==> src/rtl/alu.sv <==
// Registered ALU: three opcode tables chosen by a_en/b_en, one-cycle latency into C.
// Define ALU_SATURATE_EN to clamp arithmetic results to the signed range instead of wrapping.
module alu #(
  parameter int WIDTH = 8
) (
  input  logic             clk,
  input  logic             rst_n,
  input  logic [WIDTH-1:0] A,
  input  logic [WIDTH-1:0] B,
  input  logic             a_en,
  input  logic             b_en,
  input  logic [2:0]       a_op,
  input  logic [1:0]       b_op,
  input  logic             ALU_en,
  output logic [WIDTH-1:0] C
);

`ifdef ALU_SATURATE_EN
  localparam bit SAT = 1'b1;
`else
  localparam bit SAT = 1'b0;
`endif

  localparam logic [WIDTH-1:0] MAX_POS = {1'b0, {(WIDTH-1){1'b1}}};
  localparam logic [WIDTH-1:0] MAX_NEG = {1'b1, {(WIDTH-1){1'b0}}};

  // Arithmetic is done one bit wider; disagreeing top two bits mean signed overflow.
  function automatic logic [WIDTH-1:0] arith(input logic [WIDTH:0] full);
    if (SAT && (full[WIDTH] != full[WIDTH-1]))
      return full[WIDTH] ? MAX_NEG : MAX_POS;
    return full[WIDTH-1:0];
  endfunction

  logic [WIDTH:0]   a_x, b_x;
  logic [WIDTH:0]   sum_w, diff_w, dec_w, inc2_w;
  logic [WIDTH-1:0] nxt;
  logic             load;

  assign a_x    = {A[WIDTH-1], A};
  assign b_x    = {B[WIDTH-1], B};
  assign sum_w  = a_x + b_x;
  assign diff_w = a_x - b_x;
  assign dec_w  = a_x - (WIDTH+1)'(1);
  assign inc2_w = b_x + (WIDTH+1)'(2);

  always_comb begin
    load = 1'b0;
    nxt  = '0;
    if (ALU_en) begin
      case ({a_en, b_en})
        2'b10: begin
          load = 1'b1;
          case (a_op)
            3'd0:    nxt = arith(sum_w);
            3'd1:    nxt = arith(diff_w);
            3'd2:    nxt = A ^ B;
            3'd3:    nxt = A & B;
            3'd4:    nxt = A & B;
            3'd5:    nxt = A | B;
            3'd6:    nxt = ~(A ^ B);
            default: load = 1'b0;
          endcase
        end
        2'b01: begin
          load = 1'b1;
          case (b_op)
            2'd0:    nxt = ~(A & B);
            2'd1:    nxt = arith(sum_w);
            2'd2:    nxt = arith(sum_w);
            default: load = 1'b0;
          endcase
        end
        2'b11: begin
          load = 1'b1;
          case (b_op)
            2'd0:    nxt = A ^ B;
            2'd1:    nxt = ~(A ^ B);
            2'd2:    nxt = arith(dec_w);
            default: nxt = arith(inc2_w);
          endcase
        end
        default: load = 1'b0;
      endcase
    end
  end

  always_ff @(posedge clk) begin
    if (!rst_n)
      C <= '0;
    else if (load)
      C <= nxt;
  end

endmodule

==> config.mk <==
export PLATFORM = sky130hd
export DESIGN_NAME = alu
export DESIGN_NICKNAME = d
export VERILOG_FILES = /design/src/rtl/alu.sv
export SDC_FILE = /design/constraint.sdc
export NUM_CORES = 1
export LEC_CHECK = 0
export CORE_ASPECT_RATIO = 1.4
export CORE_MARGIN = 4
export CORE_UTILIZATION = 50
export DETAILED_ROUTE_END_ITERATION = 10
export GPL_ROUTABILITY_DRIVEN = 1
export PLACE_DENSITY_LB_ADDON = 0.15
export REMOVE_ABC_BUFFERS = 1
export SYNTH_ARGS = -nofsm -noshare
export SYNTH_HDL_FRONTEND = slang
export SYNTH_SLANG_ARGS = --single-unit
==> constraint.sdc <==
create_clock -name clk -period 4.97 [get_ports clk]
set_input_delay 0.7455 -clock clk [delete_from_list [all_inputs] [get_ports clk]]
set_output_delay 0.7455 -clock clk [all_outputs]
set_load 0.01 [all_outputs]
### Word level (Yosys, flattened, before mapping)

Cells that the tools add are included.
Widths: inputs -> output; s select.

* register bits: 8
* bits in latches: 0
* RAM bits: 0
* ROM bits: 0
* input bits: 26
* output and inout port bits: 8
* logic and storage cells: 36
* memories: 0

* $add $sub $neg: 4
* multiply operators: 0
* div/mod/pow operators: 0
* $lt $le $gt $ge: 0
* eq/ne operators: 11
* shift-type cells: 0
* mux-type cells: 9
* bitwise logic cells: 5
* reduce and logical (&&, ||, !) cells: 6

Operators by type and width (number)
* $pmux 8 s3: 2
* $pmux 8 s6: 1
* $not 8->8: 2
* $pmux 8 s2: 1
* $eq 3x3->1 const B: 3
* $add 8x3->8 const B: 1
* $add 8x8->8: 1
* $and 8x8->8: 1
* $mux 8: 1
* $or 8x8->8: 1
* $sub 8x2->8 const B: 1
* $sub 8x8->8: 1
* $xor 8x8->8: 1
* $reduce_or 7->1: 1
* $eq 2x2->1 const B: 3
* $eq 3x2->1 const B: 2
* $eq 2x1->1 const B: 2
* $reduce_or 2->1: 2
* $eq 3x1->1 const B: 1
* $logic_not 3->1: 1
* $mux 1: 3
* $pmux 1 s3: 1
* $reduce_or 3->1: 1
* $logic_not 2->1: 1

### Depth between registers and ports, before layout

Gate-level depths: netlist (run 1).

* depth in word-level cells: 5
* gate-level depth with buffers: 9
* gate-level depth less buffers: 9

### Least setup slack after synthesis (run 1)

OpenSTA, ideal clock, no wires.

* kind: input-to-reg
* start point: input B[5]
* end point: register C[7]
* library setup time: 131 ps
* arrival: 2375 ps
* required time: 4839 ps
* path slack: 2464 ps
* cell stages on the path: 8
* buffers on the path: 1
* cells stage by stage: inv_1 -> ha_1 -> clkbuf_1 -> inv_1 -> o41ai_1 -> xor2_1 -> a221oi_1 -> o22ai_1

* longest elaborated chain between the ends: 4
* elaborated cells on any way between the ends: 8
* those cells by class: add/sub (3); mux (5)

Ends and longest elaborated chain
* from (decl): RTL line 9 `input logic [WIDTH-1:0] B,`
* $sub 8x8->8, or another cell as far along: RTL line 42 `assign diff_w = a_x - b_x;`
* $pmux 8 s6, or another cell as far along: RTL line 53 `case (a_op)`
* $pmux 8 s3 *: RTL line 50 `case ({a_en, b_en})`
* $mux 8 *: RTL line 49 `if (ALU_en) begin`
* to (signal assigned): RTL line 91 `C <= nxt;`
* to (decl): RTL line 15 `output logic [WIDTH-1:0] C`

Mark *: on every way between the ends. The rest lies on a longest branch, timed or not.
A chain may end at the register's enable or synchronous reset.

### Worst setup path after layout (run 1)

* start point: input A[1]
* end point: register C[7]

* longest elaborated chain between the ends: 4
* elaborated cells on any way between the ends: 8
* those cells by class: add/sub (3); mux (5)

Ends and longest elaborated chain
* from (decl): RTL line 8 `input logic [WIDTH-1:0] A,`
* $sub 8x8->8, or another cell as far along: RTL line 42
* $pmux 8 s6, or another cell as far along: RTL line 53
* $pmux 8 s3 *: RTL line 50
* $mux 8 *: RTL line 49

Marks and branches as above.

==> results.cfg, run 1 <==
[power]
p_per_area_nw_per_um2 = 158
leakage_nw = 1.07
max-vdd-ir-drop_uv = 62.0

[critical_path]
worstPathCellList = clkdlybuf4s50_1 > inv_1 > ha_1 > or2_2 > a211oi_1 > o22ai_1 > xor2_1 > a221oi_1 > o22ai_1
cp_top_family = compound AO/OA/AOI/OAI gates
critPathKind = primary input to flop
cp_slowest_cell = clkdlybuf4s50_1
critPathMostFrequentCell = o22ai_1
crit_fanout = 6
endpoint_kind = flop
cp_num_buf_inv = 2
crit_arrival_ns = 3.28
critPathLaunchType = primary input
critPathMaxStageDelay_ns = 0.62
cp.required_ns = 5.08

[yosys]
synth_top_area_share_pct = 16.8
post-synth-top-count-cell = ha_1
synth_edf_count = 0
synth-seq-area-share_pct = 7.43
synthCells = 301
synth_ff_type = dfxtp_1
syn_area_um2 = 2160
synthTopCellsByCount = ha_1 (29), inv_1 (28), a21oi_1 (26)
synth_area_leaders = ha_1 (17%), dfxtp_1 (7.4%), a21oi_1 (6.0%)
ys_types = 62
yosysWarningCount = 0
async_flop_share_pct = 0
syn_avg_cell_area_um2 = 7.16
synth-seq-cells = 8
synth_top_cell_by_area = ha_1

[floorplanning]
io_pins = 34
core_area_um2 = 4200
die_x_um = 63.5
rows = 28
fp.dieH_um = 85.7
initial_utilization_pct = 51.3
dieArea_um2 = 5440

[clocking]
cts-resized-gates = 0
root_buffer = clkbuf_8
worstSkewPairLatency_ns = 0.23
cts_tree = yes
holdBufCountCts = 0
clk_path_buf_depth = 2
cts_made_buffers = 3
cts.sinks = 8
clkSlewWorstSetupHoldPaths_ns = 0.05
h-tree-depth = 1
cts_setup_buffers = 0

[finish]
antenna_cells = 0
reg_top3 = C: 8 flops
drive_gt1_share_pct = 5.33
nFillCells = 414
largest_register_ffs = 8
stdcell_count = 364
largest-register = C
area_delta_synth_final_pct = 16.8
nets = 378
seq_area_um2 = 160
multiInputGateArea_um2 = 1820

[timing]
worst_pin_slew_ns = 0.867
slew-limit-headroom_pct = 42.0
fin_crit_sh_pct = 63.7
fmax_mhz = 316
finalSetupViolCount = 0
hold_viol = 0
clock_skew_ns = 0
setup_tns_ns = 0
rsz0062_at_grt = false
slew_violations = 0
whs_ns = 0.524
min_period_ns = 3.16

[detailed_routing]
routed_via_density = 6.65
ant_nets = 0
first_iter_violations = 217
routed_wirelength_mm = 6.95
vias = 2422
drc = 0
avgRoutedWirePerCell_um = 19.1
dr.pass1.iters = 5

[run_status]
status = finished, final reports clean

[global_route]
grt_max_degree = 25
first_global_vias = 2267
grt_first_pass_wirelength_mm = 11.5
antenna_found_initial = 0
grt_overflow = 0
grt_usage_pct = 26.2

[placement]
dpl.cell_count = 361
io_buffers = 33
place_congestion = 0.961
dp_hpwl_mm = 5.42

[worst_hold_path]
hold_path.class = flop to flop

[job]
maxCapViolCount = 0
## layer usage
metal  global-route usage (%)  part of all wire [%]  routed length, um  vias to the layer above
met2                     43.9                    47               3270                      108
met3                     2.88                   6.0                416                       21
met4                     10.2                   3.6                253                        0
met1                     34.2                    43               3000                     1155
met5                        0                     0                  0                        -
li1                         -                     -                  -                     1138
## worst paths after layout
| check | startpoint | end | slack [ns] | cells past startpoint |
|---|---|---|---|---|
| worst max-delay path | A[1] | C[7] | 1.81 | 9 |
| worst min-delay path | C[0] | C[0] | 0.52 | 2 |
| worst max register to register | C[7] | C[7] | 4.05 | 3 |
| worst min register to register | C[0] | C[0] | 0.52 | 2 |
## worst min-delay path: stages (launching register included)
cell,delay [ns]
dfxtp_1,0.32
o21ai_0,0.09
nor2_1,0.08
## cell usage in the layout, fill, tap and decap left out, types with 4 or more instances in the layout
cell type / count
nor2b_1: 6
nand2_1: 17
nand2b_1: 9
o22ai_1: 8
xnor2_1: 12
nand3_1: 7
o31ai_1: 4
mux2i_1: 5
inv_1: 28
o21ai_0: 22
a221oi_1: 4
clkdlybuf4s50_1: 33
ha_1: 29
a21o_1: 4
xor2_1: 5
a211oi_1: 7
nor2_1: 17
a21oi_1: 26
dfxtp_1: 8
## cell families after synthesis
| kind of cell | after synthesis | synth area share [%] |
|---|---|---|
| buf+inv | 47 | 8.30 |
| simple gates | 76 | 18.2 |
| flops | 8 | 7.43 |
| compound gates | 113 | 35.6 |
| fa+ha+maj | 31 | 18.7 |
| xor+xnor | 17 | 6.91 |
| mux | 9 | 4.93 |
## stage by stage
step                util (%)  worst slack (ns)  power [mW]  area, um^2
finish                  59.9              1.81       0.398        2520
global route            59.9              1.60       0.425        2520
CTS                     59.9              1.81       0.391        2520
detailed placement      58.9              1.57       0.312        2480
global placement        58.9              1.67       0.309        2480
floorplan                  -              2.51       0.223        2080
## final cells by class
cell class | count | share of cell area [%]
flip-flops and latches | 8 | 6.36
clock buffers | 3 | 1.64
repair buffers | 34 | 13.4
multi-input cells | 246 | 72.2
well taps | 45 | 2.24
inverters | 28 | 4.17
## power by group
part           internal (mW)  switching (mW)  leakage (nW)
Sequential            0.0702         0.00284        0.0661
Clock                 0.0528          0.0291        0.0216
Combinational          0.107           0.136         0.981
Note: power is estimated with default switching activity, not from simulation.
==> inputs of run 2 (changes only) <==
==> constraint.sdc (replaced) <==
create_clock -name clk -period 2.97 [get_ports clk]
set_input_delay 0.4455 -clock clk [delete_from_list [all_inputs] [get_ports clk]]
set_output_delay 0.4455 -clock clk [all_outputs]
set_load 0.01 [all_outputs]
==> run 2 against run 1 <==
Cell count rose by 6.9%. Register-to-register slack worse by 2.0 ns. Non-clock buffer count up 25. Critical path type unchanged.
==> results.cfg, run 2 (synthesis gave the netlist of run 1 again) <==
[run_status]
status = finished, final reports clean

[critical_path]
critPathMaxStageDelay_ns = 0.49
crit_fanout = 5
critPathKind = primary input to flop
worstPathCellList = clkdlybuf4s50_1 > ha_1 > fa_1 > a21o_1 > a22oi_1 > nand2b_1 > xnor2_1 > a211oi_1 > a21oi_1
crit_arrival_ns = 2.85
cp.required_ns = 3.10
critPathLaunchType = primary input
cp_slowest_cell = clkdlybuf4s50_1
endpoint_kind = flop

[clocking]
root_buffer = clkbuf_8
holdBufCountCts = 0
cts_tree = yes
worstSkewPairLatency_ns = 0.23
cts_setup_buffers = 0
cts-resized-gates = 0
cts.sinks = 8
cts_made_buffers = 3
h-tree-depth = 1
clkSlewWorstSetupHoldPaths_ns = 0.05
clk_path_buf_depth = 2

[detailed_routing]
top_layer = met4
first_iter_violations = 207
ant_nets = 0
wl_met3_um = 484
wl_met1_mm = 3.01
routed-wl-met2_mm = 3.42
vias = 2471
avgRoutedWirePerCell_um = 18.3
dr.pass1.iters = 5
drc = 0
routed_wirelength_mm = 7.14
routed_via_density = 6.35

[finish]
reg_top3 = C: 8 flops
area_delta_synth_final_pct = 25.5
nets = 403
nFillCells = 395
antenna_cells = 0
layout_common_cells = clkdlybuf4s50_1 (33), ha_1 (29), inv_1 (28), a21oi_1 (26), buf_4 (26)
fin_area_um2 = 2710
largest-register = C
final_common_cell = clkdlybuf4s50_1
drive_gt1_share_pct = 12.2
largest_register_ffs = 8

[timing]
fmax_mhz = 366
slew_violations = 0
min_period_ns = 2.73
fin_crit_sh_pct = 91.9
finalSetupViolCount = 0
setup_tns_ns = 0
hold_viol = 0
rsz0062_at_grt = false
worst_pin_slew_ns = 0.556
slew-limit-headroom_pct = 62.8
clock_skew_ns = 0
fin_ws_ns = 0.241

[placement]
dp_hpwl_mm = 5.81
dpl-instance-area_um2 = 2660
place_congestion = 1.01
post-place-ws_ns = 0.00565
io_buffers = 33

[job]
maxCapViolCount = 0

[global_route]
first_global_vias = 2380
grt_overflow = 0
grt_usage_pct = 26.5
grt_first_pass_wirelength_mm = 11.6
antenna_found_initial = 0
grt_max_degree = 17

[floorplanning]
initial_utilization_pct = 51.3
io_pins = 34
dieArea_um2 = 5440
die_x_um = 63.5
rows = 28
core_area_um2 = 4200
fp.dieH_um = 85.7

[power]
max-vdd-ir-drop_uv = 110
p_total_uw = 699
p_per_area_nw_per_um2 = 259
leakage_nw = 1.19

[worst_hold_path]
hold_path.class = flop to flop
run 2: changes by cell type in the layout (fill, tap and decap cells not counted):
cell   change
buf_4     +25
run 2: stage by stage:
| step | hold slack [ns] | utilization (%) | std cells |
|---|---|---|---|
| 5_1_grt | 0.546 | 64.3 | 389 |
| 4_1_cts | 0.511 | 64.3 | 389 |
| 3_3_place_gp | 0.494 | 63.4 | 386 |
| 2_1_floorplan | 0.548 | - | 282 |
| 3_5_place_dp | 0.497 | 63.4 | 386 |
| 6_report | 0.506 | 64.3 | 389 |
run 2: worst paths after layout:
path | depth (start not counted) | startpoint | slack [ns] | endpoint
worst min register to register | 2 | C[0] | 0.51 | C[0]
worst min-delay path | 2 | C[0] | 0.51 | C[0]
worst max-delay path | 9 | A[0] | 0.24 | C[6]
worst max register to register | 3 | C[7] | 2.08 | C[7]
run 2: area by class of cell:
type                    instances  area, um^2  area share (%)
clock buffers                   3        41.3            1.53
inverters                      28         105            3.89
multi-input cells             246        1820            67.2
flip-flops and latches          8         160            5.92
well taps                      45        56.3            2.08
repair buffers                 59         526            19.4
run 2: layer usage:
metal	global-route usage (%)	vias to the layer above
met3	2.36	18
li1	-	1194
met1	33.1	1142
met5	0	-
met2	46.8	117
met4	10.4	0
run 2: critical path: cells and delay by family:
family / cells / cell delay, ns
AO/OA/AOI/OAI: 4 / 0.88
adder cells (fa/ha/maj): 2 / 0.80
buffers and inverters: 1 / 0.49
XOR/XNOR: 1 / 0.13
AND/OR/NAND/NOR: 1 / 0.11
run 2: power breakdown:
group,total (mW),switching (mW),internal [mW]
combinational,0.437,0.232,0.205
clock,0.141,0.0520,0.0886
sequential,0.122,0.00434,0.117
total,0.699,0.289,0.410
